--- config.mk ---
export PLATFORM = sky130hd
export DESIGN_NAME = lms_plant_source
export DESIGN_NICKNAME = d
export VERILOG_FILES = /design/src/rtl/lms_plant_source_pkg.sv /design/src/rtl/lms_plant_source_lfsr16.sv /design/src/rtl/lms_plant_source.sv
export SDC_FILE = /design/constraint.sdc
export NUM_CORES = 2
export LEC_CHECK = 0
export CAP_MARGIN = 20
export CORE_ASPECT_RATIO = 2
export CORE_MARGIN = 2
export CORE_UTILIZATION = 50
export DETAILED_ROUTE_END_ITERATION = 16
export MAX_ROUTING_LAYER = met4
export PLACE_DENSITY = 0.66
export SLEW_MARGIN = 20
export SYNTH_ARGS = -nofsm -noshare
export SYNTH_HDL_FRONTEND = slang
export SYNTH_SLANG_ARGS = --single-unit
--- constraint.sdc ---
create_clock -name clk -period 13.4 [get_ports clk]
set_clock_uncertainty 0.15 [all_clocks]
set_input_delay 2.01 -clock clk [delete_from_list [all_inputs] [get_ports clk]]
set_output_delay 2.01 -clock clk [all_outputs]
set_load 0.02 [all_outputs]
--- src/rtl/lms_plant_source_pkg.sv ---
// Shared definitions for the LMS plant source and the adaptive filter it drives.
// Widths, fixed-point scaling, LFSR seed/taps and the sample FSM states.
package lms_plant_source_pkg;

    localparam int          L_TAPS   = 16;
    localparam int          XW       = 12;
    localparam int          DW       = 14;
    localparam int          CW       = 16;
    localparam int          ACCW     = 32;
    localparam int          FRAC     = 12;
    localparam logic [15:0] SEED     = 16'hACE1;
    // Feedback taps: bits 0, 2, 3 and 5.
    localparam logic [15:0] TAP_MASK = 16'h002D;

    typedef enum logic [1:0] {IDLE, SHIFT, MAC, OUT} state_t;

    function automatic logic [15:0] lfsr_step(input logic [15:0] s);
        return {^(s & TAP_MASK), s[15:1]};
    endfunction

endpackage

--- src/rtl/lms_plant_source_lfsr16.sv ---
// 16-bit right-shifting LFSR; advances one step per cycle while step is high.
module lfsr16 #(
    parameter logic [15:0] SEED = lms_plant_source_pkg::SEED
) (
    input  logic        clk,
    input  logic        reset,
    input  logic        step,
    output logic [15:0] value
);
    import lms_plant_source_pkg::*;

    always_ff @(posedge clk) begin
        if (reset) begin
            value <= SEED;
        end else if (step) begin
            value <= lfsr_step(value);
        end
    end

endmodule

--- src/rtl/lms_plant_source.sv ---
// Plant source for LMS system identification: pseudo-noise x and d = FIR(x) >>> FRAC + noise.
// Coefficients are written to a shadow bank and copied to the active bank at a sample start.
module lms_plant_source #(
    parameter int          L    = lms_plant_source_pkg::L_TAPS,
    parameter int          XW   = lms_plant_source_pkg::XW,
    parameter int          DW   = lms_plant_source_pkg::DW,
    parameter int          CW   = lms_plant_source_pkg::CW,
    parameter logic [15:0] SEED = lms_plant_source_pkg::SEED
) (
    input  logic                 clk,
    input  logic                 reset,
    input  logic                 enable,
    input  logic [7:0]           div_in,
    input  logic [2:0]           noise_sh,
    input  logic                 coef_wr,
    input  logic [$clog2(L)-1:0] coef_addr,
    input  logic [CW-1:0]        coef_data,
    input  logic                 coef_commit,
    output logic [XW-1:0]        x_out,
    output logic [DW-1:0]        d_out,
    output logic                 valid_out,
    output logic                 busy
);
    import lms_plant_source_pkg::*;

    localparam int                    AW       = $clog2(L);
    localparam int                    SW       = 21;
    localparam logic [7:0]            P_MIN_M1 = 8'(L + 3);
    localparam logic signed [SW-1:0]  D_MAX    = SW'((2 ** (DW - 1)) - 1);
    localparam logic signed [SW-1:0]  D_MIN    = SW'(-(2 ** (DW - 1)));

    state_t                   state, state_next;
    logic [7:0]               counter;
    logic [7:0]               period_m1;
    logic                     tick;
    logic [15:0]              lfsr;
    logic signed [XW-1:0]     hist   [L];
    logic signed [CW-1:0]     shadow [L];
    logic signed [CW-1:0]     active [L];
    logic signed [ACCW-1:0]   acc;
    logic [AW-1:0]            idx;
    logic                     commit_pending;
    logic signed [XW+CW-1:0]  prod;
    logic signed [SW-1:0]     acc_sh, noise_base, noise, s_sum;
    logic [DW-1:0]            d_sat;

    lfsr16 #(.SEED(SEED)) u_lfsr (
        .clk   (clk),
        .reset (reset),
        .step  (state == SHIFT),
        .value (lfsr)
    );

    // Period is clamped so a new tick can never land while a sample is in flight.
    assign period_m1 = (div_in > P_MIN_M1) ? div_in : P_MIN_M1;
    assign tick      = enable && (counter == 8'd0);
    assign busy      = (state != IDLE);
    assign prod      = hist[idx] * active[idx];

    always_ff @(posedge clk) begin
        if (reset) begin
            counter <= 8'd0;
        end else if (enable) begin
            counter <= (counter == 8'd0) ? period_m1 : counter - 8'd1;
        end
    end

    always_ff @(posedge clk) begin
        if (reset) begin
            state <= IDLE;
        end else begin
            state <= state_next;
        end
    end

    always_comb begin
        state_next = state;
        case (state)
            IDLE:    if (tick) state_next = SHIFT;
            SHIFT:   state_next = MAC;
            MAC:     if (idx == AW'(L - 1)) state_next = OUT;
            OUT:     state_next = IDLE;
            default: state_next = IDLE;
        endcase
    end

    always_comb begin
        acc_sh     = SW'(acc >>> FRAC);
        noise_base = SW'($signed(lfsr[3:0]));
        noise      = '0;
        if (noise_sh != 3'd0) begin
            noise = noise_base <<< (noise_sh - 3'd1);
        end
        s_sum = acc_sh + noise;
        if (s_sum > D_MAX) begin
            d_sat = DW'(D_MAX);
        end else if (s_sum < D_MIN) begin
            d_sat = DW'(D_MIN);
        end else begin
            d_sat = DW'(s_sum);
        end
    end

    always_ff @(posedge clk) begin
        if (reset) begin
            for (int k = 0; k < L; k++) begin
                hist[k]   <= '0;
                shadow[k] <= (k == 0) ? CW'(1 << FRAC) : '0;
                active[k] <= (k == 0) ? CW'(1 << FRAC) : '0;
            end
            acc            <= '0;
            idx            <= '0;
            commit_pending <= 1'b0;
            x_out          <= '0;
            d_out          <= '0;
            valid_out      <= 1'b0;
        end else begin
            valid_out <= 1'b0;
            if (coef_wr) begin
                shadow[coef_addr] <= coef_data;
            end
            if (coef_commit) begin
                commit_pending <= 1'b1;
            end
            case (state)
                SHIFT: begin
                    hist[0] <= XW'(lfsr_step(lfsr) >> (16 - XW));
                    for (int k = 1; k < L; k++) begin
                        hist[k] <= hist[k-1];
                    end
                    acc <= '0;
                    idx <= '0;
                    // A commit arriving in this very cycle stays pending for the next sample.
                    if (commit_pending) begin
                        for (int k = 0; k < L; k++) begin
                            active[k] <= shadow[k];
                        end
                        commit_pending <= coef_commit;
                    end
                end
                MAC: begin
                    acc <= acc + ACCW'(prod);
                    idx <= idx + AW'(1);
                end
                OUT: begin
                    x_out     <= hist[0];
                    d_out     <= d_sat;
                    valid_out <= 1'b1;
                end
                default: ;
            endcase
        end
    end

endmodule

==> metrics.txt <==
# TYPE chip_impl_metric gauge
chip_impl_metric{name="final-setup-viol-count",unit=""} 0
chip_impl_metric{name="grt_max_degree",unit=""} 151
chip_impl_metric{name="fp.dieW",unit="µm"} 210
chip_impl_metric{name="initial_core_util",unit="%"} 50.3
chip_impl_metric{name="power_leakage",unit="nW"} 18.1
chip_impl_metric{name="globalplace.congestion",unit=""} 0.872
chip_impl_info{name="outcome",value="complete, no violations"} 1
chip_impl_metric{name="numPlacedInstances",unit=""} 4145
chip_impl_metric{name="drc_marker_count_from_the_first_detailed_route_iteration",unit=""} 2114
chip_impl_metric{name="nNetsFinal",unit=""} 3522
chip_impl_metric{name="async_reset_ff_share",unit="%"} 0
chip_impl_metric{name="num_rows",unit=""} 151
chip_impl_metric{name="antenna_found_initial",unit=""} 8
chip_impl_info{name="cts-root-buf",value="sky130_fd_sc_hd__clkbuf_16"} 1
chip_impl_metric{name="totalNegativeSetupSlack",unit="ps"} 0
chip_impl_info{name="rsz0062_at_grt",value="no"} 1
chip_impl_info{name="worstSetupEndpointType",value="flop"} 1
chip_impl_metric{name="layout_min_cycle_time",unit="ps"} 9330
chip_impl_metric{name="p_int",unit="mW"} 6.37
chip_impl_metric{name="clock_insertion_delay_worst_skew",unit="ps"} 660
chip_impl_metric{name="comb_power_share",unit="%"} 49.1
chip_impl_metric{name="finalWirelength",unit="mm"} 95.6
chip_impl_metric{name="num_io_pins",unit=""} 64
chip_impl_metric{name="final-instance-count-excl-fill",unit=""} 4280
chip_impl_metric{name="synth.net_count",unit=""} 3528
chip_impl_metric{name="regToRegSetupSlack",unit="ps"} 4070
chip_impl_metric{name="yosysSeqAreaShare",unit="%"} 54.3
chip_impl_metric{name="power.switching_fraction",unit="%"} 38.9
chip_impl_metric{name="chipHeight",unit="µm"} 416
chip_impl_metric{name="layout-drive-gt1-share",unit="%"} 10.8
chip_impl_metric{name="yosys_warnings",unit=""} 0
chip_impl_metric{name="critical_path.max_fanout",unit=""} 46
chip_impl_metric{name="global_route_total_usage_across_every_layer",unit="%"} 23.3
chip_impl_metric{name="cts_setup_buffers",unit=""} 0
chip_impl_metric{name="placement.io_buffers",unit=""} 63
chip_impl_metric{name="final_max_slew_viol_count",unit=""} 0
chip_impl_metric{name="number_of_storage_elements_in_the_synthesis_netlist",unit=""} 798
chip_impl_metric{name="p_per_area",unit="nW/µm²"} 225
chip_impl_metric{name="cp_data_arrival_time",unit="ps"} 9700
chip_impl_metric{name="wire_length_of_the_first_global_routing_pass",unit="mm"} 149
chip_impl_metric{name="cp_data_required_time",unit="ps"} 13770
chip_impl_metric{name="cts_resized",unit=""} 0
chip_impl_metric{name="power.share.clock",unit="%"} 20.0
chip_impl_info{name="most_frequent_standard_cell_in_the_layout_excluding_fill_and_tap_cells",value="sky130_fd_sc_hd__edfxtp_1"} 1
chip_impl_metric{name="area_overhead_vs_synth",unit="%"} 9.39
chip_impl_metric{name="via_count",unit=""} 24300
chip_impl_metric{name="synth-edff-count",unit=""} 704
chip_impl_metric{name="tightestPinTransition",unit="ps"} 1180
chip_impl_metric{name="layout_worst_path_cycle_share",unit="%"} 69.6
chip_impl_metric{name="design.die.area",unit="µm²"} 87200
chip_impl_metric{name="cts_buffer_depth",unit=""} 3
chip_impl_metric{name="share_seq_of_total_power",unit="%"} 30.8
chip_impl_metric{name="library_cells_used_by_synthesis",unit=""} 69
chip_impl_info{name="synth_top_family_by_area",value="simple AND/OR/NAND/NOR gates"} 1
chip_impl_metric{name="drt-wirelength-per-cell",unit="µm"} 22.3
chip_impl_metric{name="finalCoreUtilization",unit="%"} 55.0
chip_impl_info{name="yosys_most_used_dff",value="sky130_fd_sc_hd__edfxtp_1"} 1
chip_impl_metric{name="grt_pass1_vias",unit=""} 25000
chip_impl_metric{name="post-route-drc-count",unit=""} 0
chip_impl_metric{name="post_synth_and_or_nand_nor_area_fraction",unit="%"} 15.5
chip_impl_metric{name="vdd_drop_max",unit="mV"} 0.310
chip_impl_metric{name="synth_compound_area_share",unit="%"} 3.60
chip_impl_metric{name="max_slew_margin",unit="%"} 20.8
chip_impl_info{name="setup.worst_path.class",value="reg2reg"} 1
chip_impl_metric{name="synthXorXnorAreaFrac",unit="%"} 1.01
chip_impl_metric{name="routed_vias_inst",unit=""} 5.68
chip_impl_metric{name="h_tree_lvls",unit=""} 3
chip_impl_metric{name="clock_transition_at_the_registers_of_the_reported_paths",unit="ps"} 60
chip_impl_metric{name="post_synth_mux_area_share",unit="%"} 7.90
chip_impl_metric{name="power.switching",unit="mW"} 4.06
chip_impl_metric{name="cts.sink_count",unit=""} 798
chip_impl_info{name="commonest_non_fill_non_tap_cells_in_the_layout",value="704 x sky130_fd_sc_hd__edfxtp_1, 394 x sky130_fd_sc_hd__and2_1, 224 x sky130_fd_sc_hd__fa_1"} 1
chip_impl_metric{name="detailedPlacementHpwl",unit="mm"} 60.0
chip_impl_metric{name="postSynthCellCount",unit=""} 3156
chip_impl_metric{name="cts_inserted_buffers",unit=""} 73
chip_impl_metric{name="route.antenna.remaining_nets",unit=""} 0
chip_impl_metric{name="synthesized_cell_area",unit="µm²"} 42400
chip_impl_info{name="worst_hold_path_type",value="reg2reg"} 1
chip_impl_metric{name="std_cell_core_area",unit="µm²"} 84300
chip_impl_metric{name="grt_overflow",unit=""} 0
chip_impl_metric{name="avgSynthCellArea",unit="µm²"} 13.4
chip_impl_metric{name="report.final.hold_viol_count",unit=""} 0
chip_impl_info{name="tritoncts",value="done"} 1
chip_impl_metric{name="cts_hold_buffers",unit=""} 0
chip_impl_metric{name="fmaxAchievable",unit="MHz"} 107
chip_impl_metric{name="drtPass1Iterations",unit=""} 5
chip_impl_metric{name="post_synth_fa_ha_maj_area_fraction",unit="%"} 13.9
chip_impl_metric{name="fin_total_pwr",unit="mW"} 10.4
chip_impl_info{name="worst_setup_path_start_kind",value="flop"} 1
chip_impl_metric{name="max-cap-violations",unit=""} 0
## kinds of logic (layout without fill, tap and decap cells)
group | count (synthesis) | count (layout)
and+or+nand+nor | 1178 | 1178
DFF | 798 | 798
buffers and inverters | 403 | 455
adders and majority gates | 336 | 336
AOI/OAI and AO/OA | 224 | 224
muxes | 168 | 168
xor gates and xnor gates | 49 | 49
other | 0 | 1
## sequential cells by signal (all words and copies together), names as in the netlist, 2 cells and up, named ones only
name          count
acc              32
active          256
counter           8
d_out            14
hist            192
idx               4
shadow          256
state             2
u_lfsr.value     16
x_out            12
## final timing paths
path | end | startpoint | cells past startpoint
max | acc[29]$_SDFFE_PP0N_ | flop | 25
min | u_lfsr.value[4]$_SDFFE_PP0P_ | u_lfsr.value[4]$_SDFFE_PP0P_ | 1
max reg2reg | acc[29]$_SDFFE_PP0N_ | flop | 25
min reg2reg | u_lfsr.value[4]$_SDFFE_PP0P_ | u_lfsr.value[4]$_SDFFE_PP0P_ | 1
## power by group through the flow
stage / logic, mW / clock network, mW / registers, mW
after floorplan: 3.89 / 0 / 3.23
after global placement: 4.98 / 0 / 3.26
after detailed placement: 5.04 / 0 / 3.27
after CTS: 5.11 / 2.13 / 3.22
after global routing: 5.75 / 2.22 / 3.25
final: 5.12 / 2.09 / 3.22
## worst max-delay path, cell delays in order (launching register included)
cell and delay [ps]:
sky130_fd_sc_hd__dfxtp_4 900, sky130_fd_sc_hd__buf_4 630, sky130_fd_sc_hd__mux4_2 390, sky130_fd_sc_hd__mux2_2 260, sky130_fd_sc_hd__o21ai_0 560, sky130_fd_sc_hd__inv_1 400, sky130_fd_sc_hd__and2_1 290, sky130_fd_sc_hd__fa_1 550
sky130_fd_sc_hd__inv_1 60, sky130_fd_sc_hd__fa_1 480, sky130_fd_sc_hd__inv_1 60, sky130_fd_sc_hd__fa_1 490, sky130_fd_sc_hd__fa_1 560, sky130_fd_sc_hd__fa_1 410, sky130_fd_sc_hd__ha_1 290, sky130_fd_sc_hd__ha_1 350
sky130_fd_sc_hd__a21o_1 200, sky130_fd_sc_hd__a21o_1 170, sky130_fd_sc_hd__a221o_1 350, sky130_fd_sc_hd__a31oi_2 370, sky130_fd_sc_hd__o21ai_1 220, sky130_fd_sc_hd__a211oi_1 440, sky130_fd_sc_hd__o31ai_1 130, sky130_fd_sc_hd__a21oi_1 200
sky130_fd_sc_hd__xor2_1 160, sky130_fd_sc_hd__o21ai_0 80
## metal layers
layer	global-route usage [%]	up-vias	share of wire, %
met5	-	-	0
met4	6.77	0	2.3
met1	31.3	12500	43
met2	37.4	686	49
met3	2.98	121	5.7
li1	-	11000	-
## synthesized netlist by cell type (41+ instances only)
master	instances	area (µm²)
sky130_fd_sc_hd__a21oi_1	57	285
sky130_fd_sc_hd__ha_1	112	1400
sky130_fd_sc_hd__clkbuf_1	153	574
sky130_fd_sc_hd__o21ai_0	41	205
sky130_fd_sc_hd__nand2_1	157	589
sky130_fd_sc_hd__and3_1	163	1020
sky130_fd_sc_hd__mux4_2	132	2970
sky130_fd_sc_hd__nor2b_1	207	1290
sky130_fd_sc_hd__edfxtp_1	704	21100
sky130_fd_sc_hd__dfxtp_1	94	1880
sky130_fd_sc_hd__nor2_1	157	589
sky130_fd_sc_hd__fa_1	224	4480
sky130_fd_sc_hd__inv_1	220	826
sky130_fd_sc_hd__and2_1	394	2460
## metrics by stage
stage	cell area, µm²	hold WS [ps]	setup slack (ps)
5_1_grt	46300	346	3500
4_1_cts	46300	315	4030
2_1_floorplan	42400	268	4770
3_3_place_gp	44000	279	4130
6_report	46300	313	4070
3_5_place_dp	44000	299	4090
## area by class of cell
cell class,count,area (µm²)
timing repair buffer,102,961
antenna,1,2.50
inverter,220,833
multi-input combinational,1955,17800
clock inverter,38,362
fill,6912,37900
sequential,798,23000
tap,1071,1340
clock buffer,95,1990
No activity file was read; power rests on OpenSTA's default activity.
